**src/rtl/serializer_pkg.sv**
```systemverilog
// Shared definitions for the bit serializer: FSM state encoding and the length clamp.
package serializer_pkg;

    // Encoding 2'd3 is unused and recovers to ST_IDLE.
    typedef enum logic [1:0] {
        ST_IDLE  = 2'd0,
        ST_SHIFT = 2'd1,
        ST_DONE  = 2'd2
    } state_e;

    function automatic int unsigned clamp_len(input int unsigned len, input int unsigned width);
        return (len > width) ? width : len;
    endfunction

endpackage

```
**src/rtl/bit_timer.sv**
```systemverilog
// Bit-period down-counter: reloads to BIT_CYCLES-1 and flags terminal count at zero.
module bit_timer #(
    parameter int BIT_CYCLES = 4
) (
    input  logic clock,
    input  logic reset,
    input  logic clear,
    input  logic enable,
    output logic tc
);
    localparam int CNT_W = (BIT_CYCLES > 1) ? $clog2(BIT_CYCLES) : 1;
    localparam logic [CNT_W-1:0] LOAD = CNT_W'(BIT_CYCLES - 1);

    logic [CNT_W-1:0] count_q, count_d;

    // NOTE: every always_comb output gets a default first so no path can infer a latch.
    always_comb begin
        count_d = count_q;
        if (clear) begin
            count_d = LOAD;
        end else if (enable) begin
            count_d = (count_q == '0) ? LOAD : count_q - CNT_W'(1);
        end
    end

    // NOTE: state flops use non-blocking assignments so every flop samples pre-edge values.
    always_ff @(posedge clock) begin
        if (reset) count_q <= LOAD;
        else       count_q <= count_d;
    end

    assign tc = (count_q == '0);

endmodule

```
**src/rtl/bit_serializer.sv**
```systemverilog
// Loads a parallel pattern and replays it MSB-first on serial_out, BIT_CYCLES clocks per bit,
// with bit_valid marking the last cycle of each bit period.
module bit_serializer
    import serializer_pkg::*;
#(
    parameter int WIDTH      = 8,
    parameter int BIT_CYCLES = 4
) (
    input  logic                       clock,
    input  logic                       reset,
    input  logic                       start,
    input  logic [WIDTH-1:0]           data_in,
    input  logic [$clog2(WIDTH+1)-1:0] len,
    output logic                       ready,
    output logic                       busy,
    output logic                       serial_out,
    output logic                       bit_valid,
    output logic                       done
);
    localparam int LEN_W = $clog2(WIDTH + 1);

    state_e             state_q, state_d;
    logic [WIDTH-1:0]   shift_q, shift_d;
    logic [LEN_W-1:0]   bits_left_q, bits_left_d;
    logic               ready_q, ready_d;
    logic               busy_q, busy_d;
    logic               serial_q, serial_d;
    logic               done_q, done_d;
    logic               timer_clear;
    logic               bit_tc;
    logic [LEN_W-1:0]   len_clamped;

    assign len_clamped = LEN_W'(clamp_len(32'(len), 32'(WIDTH)));

    bit_timer #(.BIT_CYCLES(BIT_CYCLES)) u_bit_timer (
        .clock  (clock),
        .reset  (reset),
        .clear  (timer_clear),
        .enable (busy_q),
        .tc     (bit_tc)
    );

    always_comb begin
        state_d     = state_q;
        shift_d     = shift_q;
        bits_left_d = bits_left_q;
        timer_clear = 1'b0;
        case (state_q)
            ST_IDLE: begin
                if (start) begin
                    shift_d     = data_in;
                    bits_left_d = len_clamped;
                    timer_clear = 1'b1;
                    state_d     = (len_clamped == '0) ? ST_DONE : ST_SHIFT;
                end
            end
            ST_SHIFT: begin
                if (bit_tc) begin
                    shift_d     = shift_q << 1;
                    bits_left_d = bits_left_q - LEN_W'(1);
                    if (bits_left_q == LEN_W'(1)) state_d = ST_DONE;
                end
            end
            ST_DONE: state_d = ST_IDLE;
            default: state_d = ST_IDLE;
        endcase

        // Outputs are registered, so they are derived from the next state.
        ready_d  = (state_d == ST_IDLE);
        busy_d   = (state_d == ST_SHIFT);
        done_d   = (state_d == ST_DONE);
        serial_d = (state_d == ST_SHIFT) && shift_d[WIDTH-1];
    end

    always_ff @(posedge clock) begin
        if (reset) begin
            state_q     <= ST_IDLE;
            shift_q     <= '0;
            bits_left_q <= '0;
            ready_q     <= 1'b1;
            busy_q      <= 1'b0;
            serial_q    <= 1'b0;
            done_q      <= 1'b0;
        end else begin
            state_q     <= state_d;
            shift_q     <= shift_d;
            bits_left_q <= bits_left_d;
            ready_q     <= ready_d;
            busy_q      <= busy_d;
            serial_q    <= serial_d;
            done_q      <= done_d;
        end
    end

    assign ready      = ready_q;
    assign busy       = busy_q;
    assign serial_out = serial_q;
    assign done       = done_q;
    assign bit_valid  = busy_q && bit_tc;

endmodule

```
**config.mk**
```make
export PLATFORM = sky130hd
export DESIGN_NAME = bit_serializer
export DESIGN_NICKNAME = d
export VERILOG_FILES = /design/src/rtl/serializer_pkg.sv /design/src/rtl/bit_timer.sv /design/src/rtl/bit_serializer.sv
export SDC_FILE = /design/constraint.sdc
export NUM_CORES = 1
export LEC_CHECK = 0
export ABC_AREA = 0
export BUFFER_PORTS_ARGS = -buffer_cell sky130_fd_sc_hd__buf_4
export CORE_MARGIN = 3
export CORE_UTILIZATION = 35
export CTS_BUF_LIST = sky130_fd_sc_hd__clkbuf_8
export DETAILED_ROUTE_END_ITERATION = 6
export PLACE_DENSITY_LB_ADDON = 0.25
export SKIP_LAST_GASP = 1
export SLEW_MARGIN = 20
export SYNTH_ARGS = -nofsm -noshare
export SYNTH_HDL_FRONTEND = slang
export SYNTH_SLANG_ARGS = --single-unit
```
**constraint.sdc**
```tcl
create_clock -name clock -period 1.4 [get_ports clock]
set_input_delay 0.35 -clock clock [delete_from_list [all_inputs] [get_ports clock]]
set_output_delay 0.35 -clock clock [all_outputs]
set_load 0.005 [all_outputs]
```
* After elaboration in Yosys (flattened, before gate mapping)
Cells that the tools add are included.
Widths: inputs -> output; s select.
** Cells by class
- Muxes and demuxes :: 15
- Add/subtract/negate cells :: 2
- Order comparisons :: 1
- Eq/ne operators :: 6
- Reductions and logical operators :: 9
** Operator list (count)
- $mux 8 :: 2
- $pmux 8 s2 :: 1
- $mux 4 :: 3
- $mux 2 :: 5
- $pmux 4 s2 :: 1
- $logic_not 2->1 :: 3
- $eq 2x1->1 const B :: 2
- $eq 4x1->1 const B :: 1
- $gt 4x4->1 const B :: 1
- $logic_not 4->1 :: 1
- $ne 2x2->1 const B :: 2
- $pmux 2 s2 :: 1
- $sub 4x1->4 const B :: 1
- $reduce_and 3->1 :: 1
- $eq 2x2->1 const B :: 1
- $logic_and 1x1->1 :: 2
- $mux 1 :: 2
- $reduce_bool 2->1 :: 1
- $reduce_or 2->1 :: 1
- $sub 2x1->2 const B :: 1
** Word-level totals
- Logic and storage cells :: 42
- Bits of input ports :: 15
- Output and inout port bits :: 5
- Bits in registers :: 20

* Depth between registers and ports, before layout
- Depth after elaboration :: 8
- Mapped depth :: 6
- Mapped depth without buffers :: 5

* Hierarchy
A second synthesis with hierarchy kept.
** Second synthesis, totals
- Cell total of the unflattened synthesis :: 105
- Area total of the unflattened synthesis :: 1002.2 um^2
** By module, submodules not included
- bit_serializer :: instances 1, cells an instance 94, seq. area each 360.3 um^2, area each 903.4 um^2
- bit_timer :: instances 1, cells an instance 11, seq. area each 40.0 um^2, area each 98.8 um^2

* Worst setup path before layout
OpenSTA, ideal clock, no wires.
- Path kind :: reg2reg
- Start :: register u_bit_timer.count_q[0]
- End :: register shift_q[7]
- Setup slack :: 37 ps
- Period minus slack after synthesis :: 1363 ps
- Data arrival time :: 1233 ps
- Buffers on the path :: 1
- Required time :: 1270 ps
- Cell stages (with the launch flop) :: 7
- Setup time :: 130 ps
- Path through :: dfxtp_1 -> inv_1 -> ha_1 -> and3b_1 -> buf_4 -> nor3_1 -> nor3_1
** Between the ends
- Cells in the longest elaborated chain, start to end :: 3
** RTL lines
- from (decl) :: line bit_timer.sv:14 : logic [CNT_W-1:0] count_q, count_d;
- from (signal assigned) :: line bit_timer.sv:29 : else count_q <= count_d;
- $logic_not 2->1 :: line bit_timer.sv:32 : assign tc = (count_q == '0);
- $mux 8 :: line bit_serializer.sv:58 : if (bit_tc) begin
- $pmux 8 s2 :: line bit_serializer.sv:48 : case (state_q)
- to (signal assigned) :: line bit_serializer.sv:86 : shift_q <= shift_d;
- to (decl) :: line bit_serializer.sv:23 : logic [WIDTH-1:0] shift_q, shift_d;
Every way passes these cells. The select of a mux whose other input is x is not followed.
A chain may end at the register's enable or synchronous reset.

* Worst setup path in the final report
- Start :: register u_bit_timer.count_q[0]
- End :: output port bit_valid
** Between the ends
- Cells in the longest elaborated chain, start to end :: 2
** RTL lines
- $logic_not 2->1 :: line bit_timer.sv:32
- $logic_and 1x1->1 :: line bit_serializer.sv:99 : assign bit_valid = busy_q && bit_tc;
- to (decl) :: line bit_serializer.sv:17 : output logic bit_valid,
Every way passes these cells.

==> qor.csv <==
metric,value,unit
upper clock frequency limit,674,MHz
initial antenna violation count,0,
RR Startpoint,u_bit_timer.count_q[0],
"most common cell after layout, fill and taps aside",buf_4,
CTS tree,built,
clock skew,0.00221,ns
RSZ-0062 raised after global routing,yes,
Slew Limit Fails,0,
area delta synth->final,51.8,%
WP data arrival,1.13,ns
Finished Layout Cells,173,
WL/cell,15.4,µm
final worst setup slack,-0.0846,ns
FP Rows,18,
largest net degree at the start of global routing,20,
# DRC,0,
core outline area,2570,µm²
DIE WIDTH,59.0,µm
failing checks,negative setup slack,
DRT Wirelength,2660,µm
WP data required,1.05,ns
Final Hold Fails,0,
Tcrit/Tclk final,106,%
Synthesis Warnings,0,
GPL Wtd Cong,0.751,
H-Tree Depth,1,
maxcap violations,0,
crit path max fanout,2,
"commonest non-fill, non-tap cells in the layout","buf_4 (31), dfxtp_1 (18), buf_6 (8), a22oi_2 (7)",
Yosys top cell by area,dfxtp_1,
Hold Slack,0.307,ns
Mapped Area,985,µm²
Post-Place Cells,161,
asr flop ratio synth,0,%
Worst slew margin,78.6,%
power per cell area,892,nW/µm²
global-route wire length before repair,3900,µm
Synth area leaders,"dfxtp_1 (41%), a22oi_1 (6.1%), a21oi_1 (4.6%)",
"Design Area, Final",1500,µm²
drt first pass iters,4,
flop2flop setup slack,-0.07,ns
ant diodes,0,
root buffer cell,clkbuf_8,
initial drt markers,33,
Synth top area share,40.7,%
Vias,968,
grt total ovfl,0,
post-layout net count,163,
port buffer count,19,
RR Endpoint,bits_left_q[0],
fraction of layout cells with a size suffix above 1,52.4,%
Synth Register Bits,20,
CTS Sinks,20,
Yosys cell types,33,
peak supply drop,0.834,mV
status,"complete, but fails checks",
setup violators final,15,
"Seq/Total Area, Yosys",40.7,%
I/O pins,20,
Mapped Nets,126,
Worst-path clk slew,0.07,ns
Leakage Power,0.596,nW
Setup crit end,bit_valid,
DP Wirelength,1620,µm
worst-skew pair later-pin latency,0.25,ns
vias per std cell,5.60,
Synth Flop Type,dfxtp_1,
GRT Overall Usage,14.5,%
synthesized instance count,108,
worst slew pin tran,0.319,ns
critical setup path kind,reg -> out,
Mean Syn Cell Area,9.12,µm²
Max Root-Sink Buffers,2,
Tightest Hold Check Type,in -> reg,
hold buffer count at CTS,0,
die area,3490,µm²
reg2reg path depth,8,
CTS buffer count,3,
Placed Area,1210,µm²
Critical Path End Type,output pin,
die span in y,59.0,µm
fin crit period,1.48,ns
Starting Density,38.4,%
vias in the first global route,881,
startpoint types,flop,
antenna-violating nets left,0,
Post-synth EDFFs,0,
post-place setup slack,-0.0159,ns
Critical Path Start,u_bit_timer.count_q[0],
[cell type report]
type / count / area, µm²
Fill cell: 227 / 1070
Sequential cell: 20 / 403
Clock buffer: 3 / 41.3
Tap cell: 30 / 37.5
Multi-Input combinational cell: 75 / 652
Timing Repair Buffer: 40 / 343
Inverter: 5 / 18.8
[Yosys cell counts (3+ instances only)]
| library cell | instances |
|---|---|
| a21oi_1 | 9 |
| nand2_1 | 6 |
| inv_1 | 5 |
| ha_1 | 3 |
| o21ai_0 | 3 |
| dfxtp_1 | 20 |
| nand3b_1 | 3 |
| a22oi_1 | 8 |
| nand3_1 | 7 |
| nor3b_1 | 3 |
| nor3_1 | 5 |
| buf_4 | 3 |
| nor2_1 | 5 |
[report_power, final]
| group | switching [mW] | leakage (nW) | internal [mW] |
|---|---|---|---|
| Combinational | 0.147 | 0.411 | 0.167 |
| Sequential | 0.0377 | 0.163 | 0.612 |
| Clock | 0.178 | 0.0216 | 0.191 |
[state kept, by name, indices dropped and copies added (netlist names)]
register / count
shift_q: 8
serial_out: 1
ready: 1
bits_left_q: 4
busy: 1
state_q: 2
done: 1
u_bit_timer.count_q: 2
[metal layers]
layer / up-vias / global-route usage, % / part of all wire [%]
met5: - / 0 / 0
met4: 0 / 1.94 / 1.4
met3: 6 / 4.58 / 5.9
met2: 32 / 22.6 / 48
met1: 464 / 20.1 / 45
li1: 466 / - / -
[logic make-up after synthesis]
logic type	synth area share, %
and+or+nand+nor	26.0
adders and majority gates	3.81
buffers and inverters	7.75
DFF	40.7
AOI/OAI and AO/OA	21.7
[per-stage QoR]
stage	TNS (ns)	util, %	power, mW
global placement	0	47.1	0.898
floorplan	0	-	0.808
global route	-1.57	58.2	1.40
finish	-0.547	58.2	1.33
detailed placement	-0.0159	47.1	0.902
CTS	-0.366	50.3	1.27
[worst max-delay path: stages, from the launching register on]
cell and delay [ns]:
dfxtp_2 0.33, inv_2 0.04, ha_4 0.15, buf_6 0.11, and2_4 0.14, buf_6 0.10
[timing repair]
| item | 4_1_cts | 5_1_grt |
|---|---|---|
| resized for setup | 9 | 30 |
| setup endpoints to repair | 1 | 16 |
| setup buffers | 2 | 7 |
| hold endpoints to repair | 0 | 0 |
| pin swaps | 1 | 20 |
[worst min path at each step]
| stage | startpoint | to | depth (start not counted) |
|---|---|---|---|
| 2_1_floorplan | shift_q[6] | shift_q[6] | 2 |
| 3_3_place_gp | shift_q[6] | shift_q[6] | 2 |
| 3_5_place_dp | shift_q[4] | shift_q[4] | 2 |
| 4_1_cts | start | ready | 2 |
| 5_1_grt | start | ready | 2 |
| 6_report | start | ready | 2 |
Power figures use the tool's default switching activity.
